### src/rtl/ebr_pingpong_ctrl.sv
// ---------------------------------------------------------------------------
// ebr_pingpong_ctrl
//
// Ping-pong controller for two external iCE40 dual-port EBR banks. Incoming
// pixels fill one bank while the other bank drains to a valid/ready output
// stream. A bank holds 8 lines of 2^LINE_WIDTH_LOG2 pixels. The controller
// owns every EBR address and enable pin. Read data returns one cycle after
// the address is issued and is caught in a 2-entry skid FIFO, so output
// backpressure never loses a word that is already in flight.
//
// Build option:
//   EBR_PP_BLOCK_ORDER_EN  When defined, a bank drains in 8x8 block order:
//                          blocks run left to right, and rows run top to
//                          bottom within each block. When undefined, a bank
//                          drains in raster order.
//
// Ports:
//   clk        single clock; also drives the EBR wclk and rclk
//   rst        synchronous, active-high reset
//   wr_valid   input pixel valid
//   wr_data    input pixel
//   wr_ready   pixel accepted this cycle (combinational)
//   out_valid  out_data valid
//   out_data   drained pixel
//   out_ready  consumer accepts out_data
//   ebr_din    write data shared by both banks (= wr_data)
//   ebr_waddr  write address shared by both banks
//   ebr_we     per-bank write enable
//   ebr_raddr  read address shared by both banks
//   ebr_dout0  bank 0 registered read data
//   ebr_dout1  bank 1 registered read data
//   bank_full  per-bank FULL|DRAINING status
// ---------------------------------------------------------------------------
module ebr_pingpong_ctrl #(
    parameter int DATA_WIDTH      = 8,
    parameter int LINE_WIDTH_LOG2 = 6
) (
    input  logic                       clk,
    input  logic                       rst,
    input  logic                       wr_valid,
    input  logic [DATA_WIDTH-1:0]      wr_data,
    output logic                       wr_ready,
    output logic                       out_valid,
    output logic [DATA_WIDTH-1:0]      out_data,
    input  logic                       out_ready,
    output logic [DATA_WIDTH-1:0]      ebr_din,
    output logic [LINE_WIDTH_LOG2+2:0] ebr_waddr,
    output logic [1:0]                 ebr_we,
    output logic [LINE_WIDTH_LOG2+2:0] ebr_raddr,
    input  logic [DATA_WIDTH-1:0]      ebr_dout0,
    input  logic [DATA_WIDTH-1:0]      ebr_dout1,
    output logic [1:0]                 bank_full
);

    localparam int ADDR_WIDTH = LINE_WIDTH_LOG2 + 3;

    // Bit 1 of the encoding is set exactly for FULL and DRAINING. The writer
    // and reader therefore only have to test that one bit.
    localparam logic [1:0] ST_EMPTY    = 2'd0;
    localparam logic [1:0] ST_FILLING  = 2'd1;
    localparam logic [1:0] ST_FULL     = 2'd2;
    localparam logic [1:0] ST_DRAINING = 2'd3;

    logic                  wbank_q, wbank_d;
    logic                  rbank_q, rbank_d;
    logic [ADDR_WIDTH-1:0] wcnt_q, wcnt_d;
    logic [ADDR_WIDTH-1:0] rcnt_q, rcnt_d;
    logic                  inflight_q, inflight_d;
    logic                  inflight_tag_q, inflight_tag_d;
    logic [DATA_WIDTH-1:0] skid_mem_q [2];
    logic                  skid_wptr_q, skid_wptr_d;
    logic                  skid_rptr_q, skid_rptr_d;
    logic [1:0]            skid_cnt_q, skid_cnt_d;

    logic [3:0]            bank_state;
    logic [1:0]            wr_state, rd_state;
    logic                  wr_fire, wr_last;
    logic                  rd_issue, rd_last, rd_room;
    logic                  skid_push, skid_pop;
    logic [1:0]            occ;
    logic [DATA_WIDTH-1:0] ret_data;

    // Per-bank state machine: a state register plus a next-state function.
    // The writer and the reader never touch the same bank in one cycle,
    // because they require disjoint states. Their updates therefore compose
    // without conflict.
    genvar gi;
    generate
        for (gi = 0; gi < 2; gi++) begin : g_bank
            logic [1:0] state_q, state_d;

            always_ff @(posedge clk) begin
                if (rst) begin
                    state_q <= ST_EMPTY;
                end else begin
                    state_q <= state_d;
                end
            end

            always_comb begin
                state_d = state_q;
                if (wr_fire && (wbank_q == 1'(gi))) begin
                    state_d = wr_last ? ST_FULL : ST_FILLING;
                end
                if (rd_issue && (rbank_q == 1'(gi))) begin
                    state_d = rd_last ? ST_EMPTY : ST_DRAINING;
                end
            end

            assign bank_state[2*gi +: 2] = state_q;
            assign bank_full[gi]         = state_q[1];
        end
    endgenerate

    assign wr_state = wbank_q ? bank_state[3:2] : bank_state[1:0];
    assign rd_state = rbank_q ? bank_state[3:2] : bank_state[1:0];
    assign wr_last  = (wcnt_q == '1);
    assign rd_last  = (rcnt_q == '1);

    // Output and datapath decode
    always_comb begin
        wr_ready  = ~wr_state[1];
        wr_fire   = wr_valid & wr_ready;
        ebr_we    = 2'b00;
        if (wr_fire) begin
            ebr_we[wbank_q] = 1'b1;
        end
        ebr_waddr = wcnt_q;
        ebr_din   = wr_data;

        out_valid = (skid_cnt_q != 2'd0);
        out_data  = skid_mem_q[skid_rptr_q];
        skid_pop  = out_valid & out_ready;
        skid_push = inflight_q;
        ret_data  = inflight_tag_q ? ebr_dout1 : ebr_dout0;

        // Words already committed to the skid. A pop in this same cycle frees
        // one slot in time for the word issued now, which keeps the drain at
        // one word per cycle when the consumer is always ready.
        occ       = skid_cnt_q + {1'b0, inflight_q};
        rd_room   = (occ < 2'd2) | ((occ == 2'd2) & skid_pop);
        rd_issue  = rd_state[1] & rd_room;

`ifdef EBR_PP_BLOCK_ORDER_EN
        // rcnt = {block, row, col} -> address = {row, block, col}
        ebr_raddr = {rcnt_q[5:3], rcnt_q[ADDR_WIDTH-1:6], rcnt_q[2:0]};
`else
        ebr_raddr = rcnt_q;
`endif
    end

    // Next-state values for the pointers, the counters and the skid FIFO
    always_comb begin
        wcnt_d         = wr_fire ? wcnt_q + ADDR_WIDTH'(1) : wcnt_q;
        wbank_d        = wbank_q ^ (wr_fire & wr_last);
        rcnt_d         = rd_issue ? rcnt_q + ADDR_WIDTH'(1) : rcnt_q;
        rbank_d        = rbank_q ^ (rd_issue & rd_last);
        inflight_d     = rd_issue;
        inflight_tag_d = rbank_q;
        skid_wptr_d    = skid_wptr_q ^ skid_push;
        skid_rptr_d    = skid_rptr_q ^ skid_pop;
        case ({skid_push, skid_pop})
            2'b10:   skid_cnt_d = skid_cnt_q + 2'd1;
            2'b01:   skid_cnt_d = skid_cnt_q - 2'd1;
            default: skid_cnt_d = skid_cnt_q;
        endcase
    end

    always_ff @(posedge clk) begin
        if (rst) begin
            wbank_q        <= 1'b0;
            rbank_q        <= 1'b0;
            wcnt_q         <= '0;
            rcnt_q         <= '0;
            inflight_q     <= 1'b0;
            inflight_tag_q <= 1'b0;
            skid_wptr_q    <= 1'b0;
            skid_rptr_q    <= 1'b0;
            skid_cnt_q     <= 2'd0;
        end else begin
            wbank_q        <= wbank_d;
            rbank_q        <= rbank_d;
            wcnt_q         <= wcnt_d;
            rcnt_q         <= rcnt_d;
            inflight_q     <= inflight_d;
            inflight_tag_q <= inflight_tag_d;
            skid_wptr_q    <= skid_wptr_d;
            skid_rptr_q    <= skid_rptr_d;
            skid_cnt_q     <= skid_cnt_d;
        end
    end

    // Skid storage needs no reset; the occupancy count alone decides validity.
    always_ff @(posedge clk) begin
        if (skid_push) begin
            skid_mem_q[skid_wptr_q] <= ret_data;
        end
    end

endmodule

### config.mk
export PLATFORM = sky130hd
export DESIGN_NAME = ebr_pingpong_ctrl
export DESIGN_NICKNAME = d
export VERILOG_FILES = /design/src/rtl/ebr_pingpong_ctrl.sv
export SDC_FILE = /design/constraint.sdc
export NUM_CORES = 1
export LEC_CHECK = 0
export CORE_MARGIN = 8
export CORE_UTILIZATION = 38
export CTS_CLUSTER_DIAMETER = 150
export CTS_CLUSTER_SIZE = 12
export DETAILED_ROUTE_END_ITERATION = 7
export PLACE_DENSITY = 0.68
export SYNTH_ARGS = -nofsm -noshare
export SYNTH_HDL_FRONTEND = slang
export SYNTH_SLANG_ARGS = --single-unit
### constraint.sdc
create_clock -name clk -period 4.4 [get_ports clk]
set_input_delay 0.88 -clock clk [delete_from_list [all_inputs] [get_ports clk]]
set_output_delay 0.88 -clock clk [all_outputs]
set_load 0.01 [all_outputs]
==> summary.txt <==
Status
  – Run status: finished, final reports clean

Clock network
  – Clock input transition at the sequential cells of the worst setup and hold paths: 80 ps
  – Count of cells resized by post-cts repair: 0
  – Source-to-sink clock delay at the later pin of the worst-skew pair: 290 ps
  – Setup Fix Bufs, Post-CTS: 0
  – Count of clock tree sinks: between 40 and 50
  – Post-cts hold buffer count: 0
  – Max Root-Sink Buffers: 2
  – H-tree levels: 2
  – TritonCTS clock tree: yes
  – Root Buffer Master: sky130_fd_sc_hd__clkbuf_8
  – Total clock buffers created by CTS: 5

Critical path
  – Family of cells with the greatest summed delay on the critical path: buffers and inverters
  – Worst endpoint data arrival time: 2430 ps
  – Kind of end point of the critical path: output port
  – Nature of the critical path startpoint: input pin
  – Critical path's most frequent cell: sky130_fd_sc_hd__clkdlybuf4s50_1
  – Highest-delay cell along the critical path: sky130_fd_sc_hd__clkdlybuf4s50_1
  – Launching point of the worst reg2reg path: skid_cnt_q[0]$_SDFFE_PP0P_
  – Ordered cell list for the critical path: clkdlybuf4s50_1, nor3b_1, clkdlybuf4s50_1
  – Critical path data required time: 3520 ps
  – Critical Path Fanout Max: 13
  – CP Buf/Inv Count: 2
  – Category of the most critical setup path: in -> out
  – Endpoint of the worst-slack reg-to-reg timing path: ebr_raddr[3]$_SDFFE_PP0N_
  – Worst reg2reg path depth: 5
  – Maximum single-stage delay on the critical path: 730 ps
  – Worst R2R Setup Slack: between 2000 and 3000 ps

GRT
  – Number of global-route vias before repair: between 1000 and 1500
  – Aggregate global routing overflow: 0
  – Maximum number of pins on one net before global-route repair: 31
  – Global-route usage over all layers: 0.103
  – Initial antenna violation count: 0
  – First-pass GRT wire length: 7.10 mm

Yosys
  – Number of flops mapped to enable cells by yosys: 16
  – Cell types with the highest counts after synthesis: 28 x sky130_fd_sc_hd__dfxtp_1, 20 x sky130_fd_sc_hd__nor2_1, 17 x sky130_fd_sc_hd__mux2_2
  – Cell with the most instances after synthesis: sky130_fd_sc_hd__dfxtp_1
  – Yosys Warn Count: 0
  – Number of instances in the synthesized netlist: about 200
  – Post-synthesis cell area: 0.00213 sq mm
  – Post-Syn Area per Cell: 10.7 sq um
  – Seq/Total Area, Yosys: 0.489
  – Largest cells by area after synthesis: sky130_fd_sc_hd__dfxtp_1 26%, sky130_fd_sc_hd__edfxtp_1 23%, sky130_fd_sc_hd__mux2_2 9.0%
  – Post-synth top area share: 0.263
  – Library cell with the largest summed area after synthesis: sky130_fd_sc_hd__dfxtp_1
  – Main flop type after synthesis: sky130_fd_sc_hd__dfxtp_1
  – Netlist cell types: 41
  – Net count after synthesis: 234
  – Synth Register Bits: 44
  – Share of synthesized flip-flops with an asynchronous set or reset: 0

Placed design
  – Cell area after placement: 0.00263 sq mm
  – Count of buffers from port buffering: 51
  – RD Place Congestion: approximately 0.74
  – Worst setup slack after placement: between 1000 and 1500 ps
  – DPL Wire Length: 3.19 mm

Power and ir drop
  – Pleak: between 0.0009 and 0.001 uW
  – Maximum VDD drop: 0.235 mV
  – Cell area power density: between 200 and 300 mW/mm^2

Job
  – Maxcap violations: 0

Min path
  – Beginning of the worst hold path: ebr_waddr[8]$_SDFFE_PP0P_
  – Worst hold stages: 2
  – Min-Delay Endpoint: ebr_waddr[8]$_SDFFE_PP0P_
  – Type of the worst min-delay path: reg -> reg

Drt
  – Drt first pass iters: 4
  – Drt first-iter violations: 53
  – Final ANT Viol Nets: 0
  – Remaining design rule violation count: 0
  – Overall routed net length: 4.47 mm
  – Count of vias placed by the detailed router: 1586
  – Avg Vias per Cell: 5.08
  – WL per Instance: 14.3 microns

STA
  – Final number of hold-violating endpoints: 0
  – Clock Skew: 7.09 ps
  – Final-layout setup total negative slack: 0 ps
  – Final cycle utilization of the critical path: 0.753
  – Highest clock frequency the design can meet: 0.302 GHz
  – RSZ-0062 raised after global routing: no
  – PnR worst setup slack: 1090 ps
  – Worst-case hold slack: 498 ps
  – Slew Limit Headroom: 0.275
  – Transition at the pin with the smallest max-transition slack: 1080 ps
  – Shortest clock period the worst path allows after layout: between 3000 and 4000 ps
  – Number of max-slew violations in the final report: 0
  – Number of failing setup endpoints in the final timing report: 0

Die
  – Starting density of the core: 0.389
  – Row count: 27
  – Floorplan core area: 0.00547 sq mm
  – Die footprint: 0.00825 sq mm
  – Die Wd: 90.8 microns
  – Boundary pin count: 68
  – Die span in y: 90.8 microns

Layout
  – N_diodes: 0
  – NumNets Final: 275
  – Share of layout cells above drive strength 1: 0.117
  – Final Cell Area: 0.00271 sq mm
  – Area Overhead vs Synth: 27.4%
-- power by group --
part	switching, uW	total (uW)	internal (uW)
Clock	132	240	108
Sequential	2.03	424	422
Combinational	15.0	39.2	24.3
-- metal layers --
layer	up-vias	part of all wire	track usage
met5	-	0	0
met4	0	0.0096	0.0327
met3	5	0.066	0.0349
met2	53	0.44	0.161
met1	736	0.48	0.129
li1	792	-	-
-- worst register-to-register path, delay by kind of cell, from the launching register on --
family | cells | cell delay [ps]
AO/OA/AOI/OAI | 2 | 290
adder cells (fa/ha/maj) | 1 | 270
flip-flops | 1 | 430
AND/OR/NAND/NOR | 2 | 800
-- placed cells by master, fill, tap and decap left out, types with 2 or more instances in the layout --
master and count:
sky130_fd_sc_hd__nor2_1 20, sky130_fd_sc_hd__and2_1 3, sky130_fd_sc_hd__nand2_1 7, sky130_fd_sc_hd__or4_1 3
sky130_fd_sc_hd__nand2b_1 2, sky130_fd_sc_hd__and4_1 2, sky130_fd_sc_hd__a311oi_1 3, sky130_fd_sc_hd__edfxtp_1 16
sky130_fd_sc_hd__or3_1 3, sky130_fd_sc_hd__mux2_1 2, sky130_fd_sc_hd__and3_1 3, sky130_fd_sc_hd__o21ai_0 5
sky130_fd_sc_hd__mux2_2 17, sky130_fd_sc_hd__inv_1 4, sky130_fd_sc_hd__clkinv_2 2, sky130_fd_sc_hd__o31ai_1 3
sky130_fd_sc_hd__ha_1 8, sky130_fd_sc_hd__nand3_1 11, sky130_fd_sc_hd__nand4_1 5, sky130_fd_sc_hd__dfxtp_1 28
sky130_fd_sc_hd__xnor2_1 2, sky130_fd_sc_hd__clkdlybuf4s50_1 51, sky130_fd_sc_hd__clkbuf_8 5, sky130_fd_sc_hd__a21oi_1 11
sky130_fd_sc_hd__xor2_1 8
-- worst max path at each step --
| stage | cells past startpoint | from | endpoint | slack, ps |
|---|---|---|---|---|
| after floorplan | 2 | wr_valid | ebr_we[0] | 2040 |
| final | 3 | wr_valid | ebr_we[0] | 1090 |
| after detailed placement | 3 | wr_valid | ebr_we[0] | 1090 |
| after global placement | 3 | wr_valid | ebr_we[0] | 1100 |
| after global routing | 3 | wr_valid | ebr_we[0] | 1030 |
| after CTS | 3 | wr_valid | ebr_we[0] | 1070 |
-- cells by family (layout without fill, tap and decap cells) --
family	after synthesis	after routing	synth area share
AND/OR/NAND/NOR	67	67	0.168
flip-flops	44	44	0.489
AO/OA/AOI/OAI	27	27	0.0852
multiplexers	21	21	0.116
buffers and inverters	21	63	0.0541
XOR/XNOR	10	10	0.0412
adder cells (fa/ha/maj)	8	8	0.0470
-- stage by stage --
stage	std cells	utilization	total power (uW)
floorplan	198	-	456
global placement	304	0.480	473
detailed placement	304	0.480	473
CTS	312	0.495	713
global route	312	0.495	738
finish	312	0.495	703
-- registers in the layout, summed over array words and instances (netlist names) --
signal and cells:
skid_cnt_q 2, inflight_tag_d 1, wbank_q 1, ebr_raddr 9, skid_rptr_q 1, inflight_tag_q 1
skid_wptr_q 1, ebr_waddr 9, skid_mem_q 16, g_bank.state_q 2, inflight_q 1
-- cell type report --
class	instances	area, sq um
clock buffer	5	68.8
timing repair buffer	51	510
fill	531	2760
clock inverter	3	13.8
tap	72	90.1
sequential	44	1040
multi-input combinational	133	972
inverter	4	15.0
Note: power is estimated with default switching activity, not from simulation.
